## src/rtl/multicycle_ctrl.sv

```systemverilog
// Multicycle RV32I control FSM: sequences the shared ALU/memory datapath and stalls on mem_ready.
// Optional build macro ILLEGAL_TRAP_EN traps unlisted opcodes into ERROR with a sticky flag.
module multicycle_ctrl #(
    parameter int unsigned TO_W        = 8,
    parameter int unsigned TIMEOUT_CYC = 255
) (
    input  logic       clk,
    input  logic       reset,
    input  logic [6:0] op,
    input  logic       branch_taken,
    input  logic       mem_ready,
    output logic       PCWrite,
    output logic       AdrSrc,
    output logic       IRWrite,
    output logic       MemWrite,
    output logic       RegWrite,
    output logic [1:0] ResultSrc,
    output logic [1:0] ALUSrcA,
    output logic [1:0] ALUSrcB,
    output logic [1:0] ALUOp,
    output logic [2:0] ImmSrc,
    output logic       Branch,
    output logic       bus_err,
    output logic       illegal_instr
);

    localparam logic [6:0] OpLoad   = 7'b0000011;
    localparam logic [6:0] OpStore  = 7'b0100011;
    localparam logic [6:0] OpRType  = 7'b0110011;
    localparam logic [6:0] OpIType  = 7'b0010011;
    localparam logic [6:0] OpLui    = 7'b0110111;
    localparam logic [6:0] OpAuipc  = 7'b0010111;
    localparam logic [6:0] OpBranch = 7'b1100011;
    localparam logic [6:0] OpJal    = 7'b1101111;
    localparam logic [6:0] OpJalr   = 7'b1100111;
    localparam logic [6:0] OpNop    = 7'b0000000;

    // Last counter value that may still be waited on; one more idle cycle is a timeout.
    localparam logic [TO_W-1:0] CntLimit = TO_W'(TIMEOUT_CYC - 1);

    typedef enum logic [3:0] {
        StFetch,
        StDecode,
        StMemAdr,
        StMemRead,
        StMemWb,
        StMemWrite,
        StExecR,
        StExecI,
        StExecU,
        StAluWb,
        StBranch,
        StJal,
        StJalr,
        StLink,
        StError
    } state_e;

    state_e            state_q, state_d;
    logic [TO_W-1:0]   cnt_q, cnt_d;
    logic              bus_err_q, bus_err_d;
    logic              illegal_q, illegal_d;
    logic              waiting;

    logic              pc_update;
    logic              pc_write_raw;
    logic              ir_write_raw;
    logic              mem_write_raw;
    logic              reg_write_raw;

    always_ff @(posedge clk or posedge reset) begin
        if (reset) begin
            state_q   <= StFetch;
            cnt_q     <= '0;
            bus_err_q <= 1'b0;
            illegal_q <= 1'b0;
        end else begin
            state_q   <= state_d;
            cnt_q     <= cnt_d;
            bus_err_q <= bus_err_d;
            illegal_q <= illegal_d;
        end
    end

    assign waiting = (state_q == StFetch) || (state_q == StMemRead) || (state_q == StMemWrite);

    // Next state, wait counter and sticky flags.
    always_comb begin
        state_d   = state_q;
        cnt_d     = '0;
        bus_err_d = bus_err_q;
        illegal_d = illegal_q;

        case (state_q)
            StFetch: begin
                if (mem_ready) state_d = StDecode;
            end
            StDecode: begin
                case (op)
                    OpLoad, OpStore:  state_d = StMemAdr;
                    OpRType:          state_d = StExecR;
                    OpIType:          state_d = StExecI;
                    OpLui, OpAuipc:   state_d = StExecU;
                    OpBranch:         state_d = StBranch;
                    OpJal:            state_d = StJal;
                    OpJalr:           state_d = StJalr;
                    OpNop:            state_d = StFetch;
                    default: begin
`ifdef ILLEGAL_TRAP_EN
                        state_d   = StError;
                        illegal_d = 1'b1;
`else
                        state_d   = StFetch;
`endif
                    end
                endcase
            end
            StMemAdr:   state_d = op[5] ? StMemWrite : StMemRead;
            StMemRead: begin
                if (mem_ready) state_d = StMemWb;
            end
            StMemWb:    state_d = StFetch;
            StMemWrite: begin
                if (mem_ready) state_d = StFetch;
            end
            StExecR:    state_d = StAluWb;
            StExecI:    state_d = StAluWb;
            StExecU:    state_d = StAluWb;
            StAluWb:    state_d = StFetch;
            StBranch:   state_d = StFetch;
            StJal:      state_d = StAluWb;
            StJalr:     state_d = StLink;
            StLink:     state_d = StAluWb;
            StError:    state_d = StError;
            default:    state_d = StError;
        endcase

        // A ready in the limit cycle still advances; only a missing ready times out.
        if (waiting && !mem_ready) begin
            if (cnt_q == CntLimit) begin
                state_d   = StError;
                bus_err_d = 1'b1;
            end else begin
                cnt_d = cnt_q + TO_W'(1);
            end
        end
    end

    // Moore outputs per state; FETCH enables follow mem_ready.
    always_comb begin
        pc_update     = 1'b0;
        ir_write_raw  = 1'b0;
        mem_write_raw = 1'b0;
        reg_write_raw = 1'b0;
        AdrSrc        = 1'b0;
        ResultSrc     = 2'b00;
        ALUSrcA       = 2'b00;
        ALUSrcB       = 2'b00;
        ALUOp         = 2'b00;
        Branch        = 1'b0;

        case (state_q)
            StFetch: begin
                ALUSrcB      = 2'b10;
                ResultSrc    = 2'b10;
                ir_write_raw = mem_ready;
                pc_update    = mem_ready;
            end
            StDecode: begin
                ALUSrcA = 2'b01;
                ALUSrcB = 2'b01;
            end
            StMemAdr: begin
                ALUSrcA = 2'b10;
                ALUSrcB = 2'b01;
            end
            StMemRead: begin
                AdrSrc = 1'b1;
            end
            StMemWb: begin
                ResultSrc     = 2'b01;
                reg_write_raw = 1'b1;
            end
            StMemWrite: begin
                AdrSrc        = 1'b1;
                mem_write_raw = 1'b1;
            end
            StExecR: begin
                ALUSrcA = 2'b10;
                ALUOp   = 2'b10;
            end
            StExecI: begin
                ALUSrcA = 2'b10;
                ALUSrcB = 2'b01;
                ALUOp   = 2'b10;
            end
            StExecU: begin
                ALUSrcA = (op == OpAuipc) ? 2'b01 : 2'b11;
                ALUSrcB = 2'b01;
            end
            StAluWb: begin
                reg_write_raw = 1'b1;
            end
            StBranch: begin
                ALUSrcA = 2'b10;
                ALUOp   = 2'b01;
                Branch  = 1'b1;
            end
            StJal: begin
                pc_update = 1'b1;
                ALUSrcA   = 2'b01;
                ALUSrcB   = 2'b10;
            end
            StJalr: begin
                ALUSrcA   = 2'b10;
                ALUSrcB   = 2'b01;
                ResultSrc = 2'b10;
                pc_update = 1'b1;
            end
            StLink: begin
                ALUSrcA = 2'b01;
                ALUSrcB = 2'b10;
            end
            default: ;
        endcase
    end

    always_comb begin
        case (op)
            OpStore:        ImmSrc = 3'b001;
            OpBranch:       ImmSrc = 3'b010;
            OpJal:          ImmSrc = 3'b011;
            OpLui, OpAuipc: ImmSrc = 3'b100;
            default:        ImmSrc = 3'b000;
        endcase
    end

    assign pc_write_raw = pc_update | (Branch & branch_taken);

    // Enables are killed combinationally so an asynchronous reset stops strobes at once.
    assign PCWrite  = pc_write_raw & ~reset;
    assign IRWrite  = ir_write_raw & ~reset;
    assign MemWrite = mem_write_raw & ~reset;
    assign RegWrite = reg_write_raw & ~reset;
    assign bus_err  = bus_err_q;

`ifdef ILLEGAL_TRAP_EN
    assign illegal_instr = illegal_q;
`else
    assign illegal_instr = 1'b0;
`endif

endmodule

```

## config.mk

```make
export PLATFORM = sky130hd
export DESIGN_NAME = multicycle_ctrl
export DESIGN_NICKNAME = d
export VERILOG_FILES = /design/src/rtl/multicycle_ctrl.sv
export SDC_FILE = /design/constraint.sdc
export NUM_CORES = 1
export LEC_CHECK = 0
export BUFFER_PORTS_ARGS = -buffer_cell sky130_fd_sc_hd__buf_2
export CORE_MARGIN = 2
export CORE_UTILIZATION = 40
export CTS_BUF_LIST = sky130_fd_sc_hd__clkbuf_4 sky130_fd_sc_hd__clkbuf_8
export CTS_CLUSTER_DIAMETER = 120
export DETAILED_ROUTE_END_ITERATION = 8
export PLACE_DENSITY = 0.63
export SYNTH_ARGS = -nofsm -noshare
export SYNTH_HDL_FRONTEND = slang
export SYNTH_SLANG_ARGS = --single-unit
export TNS_END_PERCENT = 100
```

## constraint.sdc

```tcl
create_clock -name clk -period 1.95 [get_ports clk]
set_input_delay 0 -clock clk [delete_from_list [all_inputs] [get_ports clk]]
set_output_delay 0 -clock clk [all_outputs]
set_load 0.1 [all_outputs]
```

==> tab_implementation.tex, run 1 <==
\begin{tabular}{lr}
\hline
Metric & Value \\
\hline
\multicolumn{2}{l}{\textbf{Drt}} \\
\quad Antenna Violating Nets Remaining & 0 \\
\quad Residual DRC & 0 \\
\quad Average wire per standard cell & 12.6 um \\
\quad Count of TritonRoute iterations in the first routing pass & 4 \\
\quad Final WL & 2.53 mm \\
\quad Drt initial violations & 17 \\
\quad DR vias & 1,091 \\
\quad Average vias per placed instance & 5.43 \\
\multicolumn{2}{l}{\textbf{Setup path}} \\
\quad Crit path launch type & flop \\
\quad Worst flop-to-flop path endpoint & state\_q[2]\$\_DFF\_PP0\_ \\
\quad Top fanout value on the critical path & 9 \\
\quad Worst EP arrival & 1.80 ns \\
\quad Setup slack of the most critical reg-to-reg path & 0.28 ns \\
\quad Origin of the critical flop-to-flop path & state\_q[0]\$\_DFF\_PP0\_ \\
\quad Path depth of the worst reg2reg path & 4 \\
\quad Endpoint class of the critical path & output pin \\
\quad Data required time of the critical path & 1.95 ns \\
\quad Crit Path Class & flop to output pin \\
\multicolumn{2}{l}{\textbf{Logic synthesis}} \\
\quad Fraction of registers with async set/reset & 100\% \\
\quad Number of standard cells after synthesis & 141 \\
\quad Number of synthesized flops with an enable pin & 0 \\
\quad Cell area after synthesis & 0.00112 sq mm \\
\quad Part of the Yosys area used for sequential elements & 29.1\% \\
\quad Number of distinct library cells after synthesis & 43 \\
\quad Yosys reg bits & 13 \\
\quad Net count after synthesis & 154 \\
\quad Synthesized area per cell & 7.94 sq um \\
\quad Top FF cell, synth & dfrtp\_1 \\
\quad Yosys warns & 0 \\
\multicolumn{2}{l}{\textbf{Pwr}} \\
\quad Peak supply drop & 0.000417 V \\
\quad Leakage Power & 0.000659 uW \\
\quad PwrDens & 328 mW/mm\^{}2 \\
\multicolumn{2}{l}{\textbf{Global routing}} \\
\quad Via count of the first global-routing pass & 1,050 \\
\quad Sum of overflow across all layers after global routing & 0 \\
\quad Pin count of the biggest net entering global routing & 15 \\
\quad Initial antenna violation count & 0 \\
\quad Global-route usage over all layers & 16.7\% \\
\quad First-pass GRT wire length & 4.51 mm \\
\multicolumn{2}{l}{\textbf{Clock tree}} \\
\quad Number of buffers created by CTS & 3 \\
\quad Number of clock sinks & 13 \\
\quad Worst-Skew Late Latency & 0.27 ns \\
\quad CTS clock-pin slew for the worst setup and hold paths & 0.08 ns \\
\quad Maximum level of the CTS H-tree & 1 \\
\quad Buffers inserted by post-CTS timing repair & 0 \\
\quad TritonCTS clock tree & done \\
\quad Max Buffers Root-to-Sink & 2 \\
\quad CTS root buffer & clkbuf\_4 \\
\multicolumn{2}{l}{\textbf{Timing}} \\
\quad Number of hold-slack violations in the final timing report & 0 \\
\quad Fin worst setup slack & 0.149 ns \\
\quad Slew Viols, Final & 0 \\
\quad RSZ-0062 raised after global routing & false \\
\quad Minimum clock period & 1.80 ns \\
\quad Final number of setup-violating endpoints & 0 \\
\quad Share of the clock period used by the worst path after layout & 92.3\% \\
\quad Layout Skew & 0.00284 ns \\
\quad Maximum operating frequency & 555 MHz \\
\multicolumn{2}{l}{\textbf{Placement}} \\
\quad GPL Wtd Cong & 0.878 \\
\quad Place WS & 0.291 ns \\
\quad HPWL Detailed & 2.03 mm \\
\quad Input/output buffers & 28 \\
\multicolumn{2}{l}{\textbf{Status}} \\
\quad Run status & finished clean \\
\multicolumn{2}{l}{\textbf{Floorplanning}} \\
\quad Y dimension of the die & 56.9 um \\
\quad Full die area & 0.00324 sq mm \\
\quad Core outline area & 0.00271 sq mm \\
\quad Initial core utilization & 41.3\% \\
\quad Die Wd & 56.9 um \\
\quad Core Rows & 19 \\
\quad Count of pins on the block boundary & 30 \\
\multicolumn{2}{l}{\textbf{Min path}} \\
\quad Type of the worst min-delay path & primary input to flop \\
\quad Endpoint of the worst hold path & state\_q[0]\$\_DFF\_PP0\_ \\
\quad Cell depth of the worst min-delay path & 4 \\
\quad Launch point of the worst hold path & op[5] \\
\multicolumn{2}{l}{\textbf{Finish}} \\
\quad Number of antenna diodes & 0 \\
\quad Ratio of cells with drive above 1 in the final layout & 35.3\% \\
\quad Commonest non-fill, non-tap cells in the layout & buf\_2, nor2\_1, dfrtp\_1 \\
\quad Final net count & 184 \\
\quad Share of the core filled with cells in the final layout & 57.5\% \\
\quad Leading cell type in the layout, fill and taps excluded & buf\_2 \\
\quad Syn-to-layout area delta & 39.2\% \\
\multicolumn{2}{l}{\textbf{Job}} \\
\quad Number of max-cap violations & 0 \\
\hline
\end{tabular}
[Yosys cell counts, types with 4 or more instances]
| cell type | instances | area [sq um] |
|---|---|---|
| nor2_1 | 18 | 67.6 |
| dfrtp_1 | 13 | 325 |
| nand2_1 | 8 | 30.0 |
| nand2b_1 | 7 | 43.8 |
| nor3_1 | 7 | 35.0 |
| o21ai_0 | 6 | 30.0 |
| clkbuf_1 | 5 | 18.8 |
| nand3_1 | 5 | 25.0 |
| xor2_1 | 5 | 43.8 |
| buf_2 | 4 | 20.0 |
| nor2b_1 | 4 | 25.0 |
[stage by stage]
step,hold slack (ns),power (uW),area (sq um),TNS [ns],std cells
floorplan,-0.118,314,1200,-2.20,141
global placement,0.0693,336,1510,0,196
detailed placement,0.0691,337,1510,0,196
CTS,0.143,512,1550,0,201
global route,0.202,533,1560,0,201
finish,0.152,512,1560,0,201
[state kept, by name, summed over array words and instances (netlist names)]
signal,count
cnt_q,8
bus_err,1
state_q,4
[cells by family (layout without fill, tap and decap cells)]
family,Yosys count,in the layout,share of synthesized area (%)
multiplexers,4,4,3.80
flip-flops,13,13,29.1
AND/OR/NAND/NOR,75,75,37.9
adder cells (fa/ha/maj),2,2,2.23
AO/OA/AOI/OAI,23,23,13.6
XOR/XNOR,8,8,6.26
other,1,1,0.335
buffers and inverters,15,44,6.82
[power breakdown]
group	switching, uW	total [uW]	internal (uW)
Sequential	0	269	269
Combinational	43.5	63.7	20.2
Clock	85.6	179	93.1
Total	129	512	383
[worst max-delay path by stage]
stage	from	slack [ns]	cells past startpoint	end
final	state_q[0]$_DFF_PP0_	0.15	5	ALUSrcA[1]
after global routing	state_q[2]$_DFF_PP0_	0.05	6	RegWrite
after CTS	state_q[2]$_DFF_PP0_	0.03	6	RegWrite
after detailed placement	state_q[2]$_DFF_PP0_	0.29	4	state_q[2]$_DFF_PP0_
after global placement	state_q[2]$_DFF_PP0_	0.34	4	state_q[2]$_DFF_PP0_
after floorplan	state_q[0]$_DFF_PP0_	-0.62	3	MemWrite
[layout make-up]
class	count	area, sq um
inverter	3	11.3
timing repair buffer	37	348
sequential	13	327
clock buffer	4	30.0
multi-input combinational	113	805
fill	269	1150
tap	31	38.8
[worst max-delay path, cell delays in order, from the launching register on]
cell	delay, ns
dfrtp_1	0.47
buf_4	0.20
nand2b_1	0.16
a211oi_1	0.18
a21o_1	0.11
buf_2	0.41
[what timing repair did]
action / in CTS / in global routing
resized for setup: 0 / 3
endpoints found under the setup margin: 0 / 4
hold buffers: 1 / 0
hold endpoints to repair: 13 / 0
[metal layers]
layer	vias up	share of wire (%)	track usage, %
met5	-	0	0
met4	0	0.24	3.99
met3	2	3.4	1.15
met2	19	51	28.4
met1	504	45	23.3
li1	566	-	-
No activity file was read; power rests on OpenSTA's default activity.
==> inputs of run 2 (changes only) <==
- SETUP_SLACK_MARGIN: unset -> 0.5
==> tab_implementation.tex, run 2 (same netlist as run 1, synthesis figures left out) <==
\begin{tabular}{lr}
\hline
Metric & Value \\
\hline
\multicolumn{2}{l}{\textbf{Drt}} \\
\quad DR vias & 1,223 (+12\%) \\
\quad Antenna Violating Nets Remaining & 0 (unchanged) \\
\quad Drt initial violations & 41 (+24) \\
\quad Average wire per standard cell & 14.7 um (+17\%) \\
\quad Final WL & 3.22 mm (+27\%) \\
\quad Residual DRC & 0 (unchanged) \\
\quad Count of TritonRoute iterations in the first routing pass & 4 (unchanged) \\
\quad Average vias per placed instance & 5.58 (+2.9\%) \\
\multicolumn{2}{l}{\textbf{Finish}} \\
\quad Flip-flop count of the largest register after layout & 8 (unchanged) \\
\quad Commonest non-fill, non-tap cells in the layout & buf\_12, buf\_2, buf\_4 \\
\quad Final net count & 202 (+9.8\%) \\
\quad Area taken by multi-input logic gates & 0.00102 sq mm (+27\%) \\
\quad Register area & 330 sq um (+1.1\%) \\
\quad Leading cell type in the layout, fill and taps excluded & buf\_12 \\
\quad Number of antenna diodes & 0 (unchanged) \\
\quad Reg with most FFs & cnt\_q \\
\quad Filler Cells Inserted & 178 (-34\%) \\
\quad Ratio of cells with drive above 1 in the final layout & 55.3\% (+20 points) \\
\quad Syn-to-layout area delta & 88.0\% \\
\multicolumn{2}{l}{\textbf{Global routing}} \\
\quad Pin count of the biggest net entering global routing & 15 (unchanged) \\
\quad Sum of overflow across all layers after global routing & 0 (unchanged) \\
\quad Via count of the first global-routing pass & 1,201 (+14\%) \\
\quad Initial antenna violation count & 0 (unchanged) \\
\quad First-pass GRT wire length & 5.71 mm (+27\%) \\
\quad Global-route usage over all layers & 21.8\% (+5.1 points) \\
\multicolumn{2}{l}{\textbf{Clock tree}} \\
\quad Max Buffers Root-to-Sink & 2 (unchanged) \\
\quad Number of clock sinks & 13 (unchanged) \\
\quad Maximum level of the CTS H-tree & 1 (unchanged) \\
\quad CTS root buffer & clkbuf\_4 \\
\quad Number of buffers created by CTS & 3 (unchanged) \\
\quad TritonCTS clock tree & done \\
\quad CTS clock-pin slew for the worst setup and hold paths & 0.08 ns (about the same) \\
\quad Worst-Skew Late Latency & 0.27 ns (about the same) \\
\multicolumn{2}{l}{\textbf{Setup path}} \\
\quad Crit path launch type & flop \\
\quad Cells along the critical path & xnor2\_1 -> a22oi\_2 -> o21ai\_2 -> or4\_1 \\
\quad Peak per-stage delay on the critical path & 0.51 ns (+0.04 ns) \\
\quad Data required time of the critical path & 2.10 ns (+0.15 ns) \\
\quad Endpoint class of the critical path & flop \\
\quad Worst EP arrival & 1.81 ns (about the same) \\
\quad Top fanout value on the critical path & 6 (-3) \\
\quad Crit Path Class & flop to flop \\
\quad Slowest library cell on the worst path & or4\_1 \\
\multicolumn{2}{l}{\textbf{Timing}} \\
\quad Layout Skew & 0.00131 ns (-0.00153 ns) \\
\quad Slew Viols, Final & 0 (unchanged) \\
\quad Summed negative setup slack over all endpoints & 0 ns (unchanged) \\
\quad Number of hold-slack violations in the final timing report & 0 (unchanged) \\
\quad Maximum operating frequency & 601 MHz (+8.2\%) \\
\quad RSZ-0062 raised after global routing & true \\
\quad Minimum clock period & 1.66 ns (-0.136 ns) \\
\quad Final number of setup-violating endpoints & 0 (unchanged) \\
\quad Share of the clock period used by the worst path after layout & 85.4\% (-7.0 points) \\
\multicolumn{2}{l}{\textbf{Pwr}} \\
\quad PwrDens & 245 mW/mm\^{}2 (-25\%) \\
\quad Power Total & 517 uW (+1.0\%) \\
\quad Leakage Power & 0.000878 uW (+33\%) \\
\quad Peak supply drop & 0.000440 V (+5.5\%) \\
\multicolumn{2}{l}{\textbf{Floorplanning}} \\
\quad Core outline area & 0.00271 sq mm (unchanged) \\
\quad Die Wd & 56.9 um (unchanged) \\
\quad Count of pins on the block boundary & 30 (unchanged) \\
\quad Y dimension of the die & 56.9 um (unchanged) \\
\quad Initial core utilization & 41.3\% (unchanged) \\
\quad Core Rows & 19 (unchanged) \\
\quad Full die area & 0.00324 sq mm (unchanged) \\
\multicolumn{2}{l}{\textbf{Placement}} \\
\quad Input/output buffers & 28 (unchanged) \\
\quad GPL Wtd Cong & 0.871 (-0.84\%) \\
\quad HPWL Detailed & 1.97 mm (-3.0\%) \\
\multicolumn{2}{l}{\textbf{Job}} \\
\quad Number of max-cap violations & 0 (unchanged) \\
\multicolumn{2}{l}{\textbf{Min path}} \\
\quad Type of the worst min-delay path & primary input to flop \\
\multicolumn{2}{l}{\textbf{Status}} \\
\quad Run status & finished clean \\
\hline
\end{tabular}
-- run 2: repair_timing --
action,4_1_cts,5_1_grt
hold buffers,1,0
gates resized for setup,26,7
gates cloned,3,0
setup buffers,14,3
endpoints found under the hold margin,13,0
pin swaps,12,5
endpoints found under the setup margin,25,26
-- run 2: worst paths after layout --
check / start / cells after the start / slack, ns / end
setup / recovery: state_q[2]$_DFF_PP0_ / 4 / 0.29 / state_q[2]$_DFF_PP0_
hold / removal: op[5] / 4 / 0.17 / state_q[0]$_DFF_PP0_
setup reg to reg: state_q[2]$_DFF_PP0_ / 4 / 0.29 / state_q[2]$_DFF_PP0_
hold reg to reg: bus_err$_DFFE_PP0P_ / 1 / 0.48 / bus_err$_DFFE_PP0P_
max in group asynchronous: reset / 4 / 1.42 / state_q[0]$_DFF_PP0_
min in group asynchronous: reset / 4 / 0.35 / state_q[2]$_DFF_PP0_
-- run 2: layer usage --
layer	GRT usage, %	up-vias	share of wire, %
li1	-	598	-
met1	30.0	593	45
met2	37.1	28	52
met3	2.07	4	3.3
met4	4.98	0	0.59
met5	0	-	0
-- run 2: stage by stage --
stage | hold WS (ns) | setup WS [ns] | cells | utilization [%] | cell area [sq um]
finish | 0.168 | 0.285 | 219 | 77.7 | 2110
detailed placement | 0.0955 | 0.297 | 194 | 63.8 | 1730
global placement | 0.0883 | 0.340 | 194 | 63.8 | 1730
global route | 0.203 | 0.220 | 219 | 77.7 | 2110
CTS | 0.161 | 0.316 | 216 | 75.9 | 2060
floorplan | -0.118 | 0.0918 | 141 | - | 1440
-- run 2: power by group --
group          internal [uW]  switching (uW)
sequential               269               0
combinational           21.8            47.6
clock                   93.2            85.1
total                    384             133
-- run 2: critical path, delay by kind of cell, from the launching register on --
family	cells	cell delay [ns]
AOI/OAI and AO/OA	2	0.35
xor gates and xnor gates	1	0.19
DFF	1	0.48
and+or+nand+nor	1	0.51
-- run 2: layout make-up --
| type | instances | share of cell area [%] |
|---|---|---|
| tap | 31 | 1.84 |
| sequential | 13 | 15.7 |
| inverter | 3 | 0.713 |
| clock buffer | 4 | 1.43 |
| timing repair buffer | 55 | 31.8 |
| multi-input combinational | 113 | 48.5 |
